## src/rtl/codificador_pkg.sv

```systemverilog
// Shared types, code-select values and the 2-of-5 table
// for the sequential BCD digit encoder.
package codificador_pkg;

   localparam int DIG_W  = 4;
   localparam int CODE_W = 5;

   localparam logic [1:0] MODE_2OF5 = 2'd0;
   localparam logic [1:0] MODE_XS3  = 2'd1;
   localparam logic [1:0] MODE_GRAY = 2'd2;
   localparam logic [1:0] MODE_BIN  = 2'd3;

   typedef enum logic [1:0] {
      IDLE,
      ENCODE,
      DONE
   } state_t;

   // Weights 7-4-2-1-0; zero uses the 7+4 pair
   function automatic logic [CODE_W-1:0] two_of_five(
      input logic [DIG_W-1:0] d
   );
      logic [CODE_W-1:0] c;
      case (d)
         4'd0:    c = 5'b11000;
         4'd1:    c = 5'b00011;
         4'd2:    c = 5'b00101;
         4'd3:    c = 5'b00110;
         4'd4:    c = 5'b01001;
         4'd5:    c = 5'b01010;
         4'd6:    c = 5'b01100;
         4'd7:    c = 5'b10001;
         4'd8:    c = 5'b10010;
         4'd9:    c = 5'b10100;
         default: c = 5'b00000;
      endcase
      return c;
   endfunction

endpackage

```

## src/rtl/codificador_digito.sv

```systemverilog
// Single-digit encoder: maps one nibble to a 5-bit code word
// in the selected code, flagging digits the code cannot represent.
module codificador_digito
   import codificador_pkg::*;
(
   input  logic [DIG_W-1:0]  digit,
   input  logic [1:0]        mode,
   output logic [CODE_W-1:0] code,
   output logic              invalid
);

   always_comb begin
      code    = '0;
      invalid = 1'b0;
      unique case (mode)
         MODE_2OF5: begin
            if (digit > 4'd9) invalid = 1'b1;
            else code = two_of_five(digit);
         end
         MODE_XS3: begin
            if (digit > 4'd9) invalid = 1'b1;
            else code = {1'b0, digit + 4'd3};
         end
         MODE_GRAY: code = {1'b0, digit ^ (digit >> 1)};
         MODE_BIN:  code = {1'b0, digit};
      endcase
   end

endmodule

```

## src/rtl/codificador_bcd_seq.sv

```systemverilog
// Sequential BCD word encoder: accepts a packed digit word, encodes
// one digit per clock, then holds the packed result until taken.
module codificador_bcd_seq
   import codificador_pkg::*;
#(
   parameter int DIGITS = 4
) (
   input  logic                     clk,
   input  logic                     reset,
   input  logic                     in_valid,
   output logic                     in_ready,
   input  logic [DIG_W*DIGITS-1:0]  in_data,
   input  logic [1:0]               mode,
   output logic                     out_valid,
   input  logic                     out_ready,
   output logic [CODE_W*DIGITS-1:0] out_data,
   output logic [DIGITS-1:0]        err
);

   localparam int IW = (DIGITS > 1) ? $clog2(DIGITS) : 1;

   state_t                    state, state_n;
   logic [IW-1:0]             idx;
   logic [DIG_W*DIGITS-1:0]   data_q;
   logic [1:0]                mode_q;
   logic [DIG_W-1:0]          digit;
   logic [CODE_W-1:0]         code;
   logic                      invalid;
   logic                      last;

   assign last      = (idx == IW'(DIGITS - 1));
   assign in_ready  = (state == IDLE);
   assign out_valid = (state == DONE);

   always_comb begin
      digit = '0;
      for (int k = 0; k < DIGITS; k++)
         if (idx == IW'(k)) digit = data_q[DIG_W*k +: DIG_W];
   end

   codificador_digito u_digito (
      .digit   (digit),
      .mode    (mode_q),
      .code    (code),
      .invalid (invalid)
   );

   always_ff @(posedge clk) begin
      if (reset) state <= IDLE;
      else       state <= state_n;
   end

   always_comb begin
      state_n = state;
      case (state)
         IDLE:    if (in_valid)  state_n = ENCODE;
         ENCODE:  if (last)      state_n = DONE;
         DONE:    if (out_ready) state_n = IDLE;
         default: state_n = IDLE;
      endcase
   end

   // Results persist after hand-off; only a new accept clears them
   always_ff @(posedge clk) begin
      if (reset) begin
         idx      <= '0;
         data_q   <= '0;
         mode_q   <= '0;
         out_data <= '0;
         err      <= '0;
      end else begin
         case (state)
            IDLE: begin
               if (in_valid) begin
                  data_q   <= in_data;
                  mode_q   <= mode;
                  out_data <= '0;
                  err      <= '0;
                  idx      <= '0;
               end
            end
            ENCODE: begin
               for (int k = 0; k < DIGITS; k++) begin
                  if (idx == IW'(k)) begin
                     out_data[CODE_W*k +: CODE_W] <= code;
                     err[k]                       <= invalid;
                  end
               end
               idx <= last ? '0 : idx + 1'b1;
            end
            default: ;
         endcase
      end
   end

endmodule

```

## config.mk

```make
export PLATFORM = sky130hd
export DESIGN_NAME = codificador_bcd_seq
export DESIGN_NICKNAME = d
export VERILOG_FILES = /design/src/rtl/codificador_pkg.sv /design/src/rtl/codificador_digito.sv /design/src/rtl/codificador_bcd_seq.sv
export SDC_FILE = /design/constraint.sdc
export NUM_CORES = 1
export LEC_CHECK = 0
export ABC_AREA = 0
export CORE_ASPECT_RATIO = 1.4
export CORE_MARGIN = 3
export CORE_UTILIZATION = 30
export CTS_CLUSTER_SIZE = 40
export DETAILED_ROUTE_END_ITERATION = 12
export DONT_BUFFER_PORTS = 1
export PLACE_DENSITY = 0.51
export RECOVER_POWER = 25
export SETUP_SLACK_MARGIN = 0.05
export SLEW_MARGIN = 20
export SYNTH_ARGS = -nofsm -noshare
export SYNTH_HDL_FRONTEND = slang
export SYNTH_SLANG_ARGS = --single-unit
export TNS_END_PERCENT = 20
```

## constraint.sdc

```tcl
create_clock -name clk -period 4.25 [get_ports clk]
set_clock_uncertainty 0.05 [all_clocks]
set_input_delay 0.85 -clock clk [delete_from_list [all_inputs] [get_ports clk]]
set_output_delay 0.85 -clock clk [all_outputs]
set_load 0.02 [all_outputs]
```

==> summary.txt <==
Floorplan
  – Die Height: 113 µm
  – Std cell rows: 38
  – Initial Utilization: 0.313
  – Core Region: 0.00785 mm²
  – Die area: 0.00933 mm²
  – I/O pin cnt: 48
  – Die W: 82.5 µm

Timing
  – Final slew viol count: 0
  – Final Cycle Share: 0.823
  – Minimum clock period: 3.50 ns
  – RSZ-0062 raised after global routing: false
  – Setup TNS: 0 ns
  – Fmax: 286 MHz
  – Hold Vio Cnt, Final: 0
  – Worst slew margin relative to its limit: 0.445
  – Slew @ Worst Pin: 0.830 ns
  – Final Setup Violations: 0

Clocking
  – Clock transition at path regs: 0.08 ns
  – Sink Count: 46
  – CTS tree: yes
  – Hold buffers post-CTS: 0
  – Post-CTS Setup Repair Bufs: 0
  – Worst-Skew Late Latency: 0.30 ns
  – H-tree Lvls: 2
  – CTS buffer count: 5
  – Deepest clock path buffer count: 2
  – Root buffer cell: clkbuf_8
  – Post_cts resized: 0

Pwr
  – PwrDens: 375 mW/mm²
  – Leak pwr: 0.952 nW
  – VDD IR max: 0.154 mV

Worst setup path
  – Top fanout value on the critical path: 15
  – Levels on crit path: 10
  – Kind of critical path: register to register
  – Worst EP required: 4.37 ns
  – Critical Path End: out_data[13]
  – CP delay by family, top: compound AO/OA/AOI/OAI gates
  – CP Launch Point: idx[1]
  – Register-to-Register Path Depth: 10
  – Slowest CP cell: a221oi_2
  – Reg-to-reg slack, setup: 0.75 ns
  – CP Buf/Inv Count: 1
  – Startpoint class of the critical path: register
  – Crit-path cells: ha_1 > a211oi_1 > a221oi_2 > inv_1 > ha_1 > nor2b_1 > o21a_1 > a2111oi_1 > a2111oi_2 > o21ai_1
  – CP most frequent cell: ha_1
  – Critical Path Max Stage Delay: 0.62 ns
  – R2r endpoint: out_data[13]
  – Setup crit end kind: register
  – Reg-to-Reg Start: idx[1]
  – WP data arrival: 3.62 ns

Logic synthesis
  – Sequential-to-total area share from yosys stat: 0.375
  – EDFF count, synth: 0
  – Post-synth top area share: 0.375
  – Synthesized area per cell: 8.20 µm²
  – Cell variety after synth: 50
  – Mapped Nets: 337
  – Synth Flop Type: dfxtp_1
  – Ys Warns: 0
  – Yosys top cell by area: dfxtp_1
  – Post-synthesis async set-or-reset flop share: 0
  – Synthesized flop and latch total: 46
  – Synth Instances: 300
  – Most frequent cell after synthesis: nand2_1
  – Post-synth top cells: nand2_1, dfxtp_1, a21oi_1
  – Synth top area cells: dfxtp_1, nand2_1, ha_1
  – Synthesized cell area: 0.00246 mm²

Place
  – Placed cells: 385
  – Dpl hpwl: 4.65 mm
  – Routability congestion estimate: 0.829
  – # port buffers: 0

Flow run
  – Max Cap Viol: 0

GRT
  – Largest net degree at the start of global routing: 43
  – Number of global-route vias before repair: 1975
  – Gr usage total: 0.140
  – Total grt overflow: 0
  – First-pass GRT wire length: 10.1 mm
  – Initial antenna violation count: 0

Finish
  – Final nets: 329
  – Diode count: 0
  – Area growth, synth to finish: 6.56%
  – # fillers: 864
  – Layout cells sized above 1: 0.0683
  – Layout Cells excl Fill: 393

Drt
  – Drt first pass iters: 4
  – Initial DRC count: 114
  – Detail Route Antenna Nets: 0
  – DRC violations left: 0
  – Wirelength per Cell: 16.0 µm
  – Drt via density: 5.27
  – Routed vias: 2070
  – DRT Wirelength: 6.30 mm

Outcome
  – Status: complete, no violations

Worst hold path
  – HP Class: register to register
[cell families (layout without fill, tap and decap cells)]
family,after synthesis,after routing,synth area share
and+or+nand+nor,120,120,0.241
adders and majority gates,15,15,0.0763
AOI/OAI and AO/OA,85,85,0.236
DFF,46,46,0.375
muxes,4,4,0.0173
buffers and inverters,30,23,0.0555
[worst min path at each step]
stage,end,depth (start not counted),from
after global routing,data_q[2],2,data_q[2]
after floorplan,data_q[10],2,data_q[10]
final,data_q[13],2,data_q[13]
after global placement,data_q[2],2,data_q[2]
after CTS,data_q[2],2,data_q[2]
after detailed placement,data_q[2],2,data_q[2]
[final cells by class]
class                   instances  area, µm²  share of cell area
multi-input cells             224       1410               0.537
well taps                     100        125              0.0478
inverters                      14       53.8              0.0205
clock buffers                   7       76.3              0.0291
repair buffers                  1       7.51             0.00287
clock inverters                 1       30.0              0.0115
flip-flops and latches         46        921               0.351
[metrics by stage]
stage / area [µm²] / utilization / worst slack, ns / hold WS, ns / total power, W
2_1_floorplan: 2460 / - / 1.30 / 0.382 / 0.000631
3_3_place_gp: 2510 / 0.320 / 0.905 / 0.392 / 0.000668
3_5_place_dp: 2510 / 0.320 / 0.766 / 0.392 / 0.000671
4_1_cts: 2620 / 0.334 / 0.742 / 0.404 / 0.000993
5_1_grt: 2620 / 0.334 / 0.416 / 0.428 / 0.00104
6_report: 2620 / 0.334 / 0.751 / 0.402 / 0.000983
[routing by layer]
metal	vias up	track usage	wire length, µm
met3	5	0.0342	364
met2	50	0.241	3220
met4	0	0.0327	55
met1	962	0.173	2670
met5	-	0	0
li1	1053	-	-
[tightest hold or removal path: cells and delay by family, from the launching register on]
family	cells	cell delay [ns]
DFF	1	0.32
and+or+nand+nor	1	0.05
AOI/OAI and AO/OA	1	0.05
[report_power, final]
group | leakage, nW | switching (W) | internal, W
logic | 0.525 | 0.000122 | 0.0000603
registers | 0.375 | 0.0000261 | 0.000451
clock network | 0.0524 | 0.000147 | 0.000176
total | 0.952 | 0.000296 | 0.000687
[placed cells by master (no fill, tap or decap), drive strengths merged, types with 3 or more instances in the layout]
cell / count
nand2: 52
dfxtp: 46
a21oi: 37
nand3: 18
ha: 15
nor2: 15
inv: 13
o21ai: 13
o31ai: 12
nand3b: 7
clkbuf: 7
a211oi: 4
nand4: 4
nor4: 4
nor3b: 4
nor2b: 3
nor3: 3
and2: 3
nand2b: 3
a221oi: 3
[registers in the layout (all words and copies together), names as in the netlist]
name      count
state         2
mode_q        2
idx           2
out_data     20
err           4
data_q       16
Note: power is estimated with default switching activity, not from simulation.
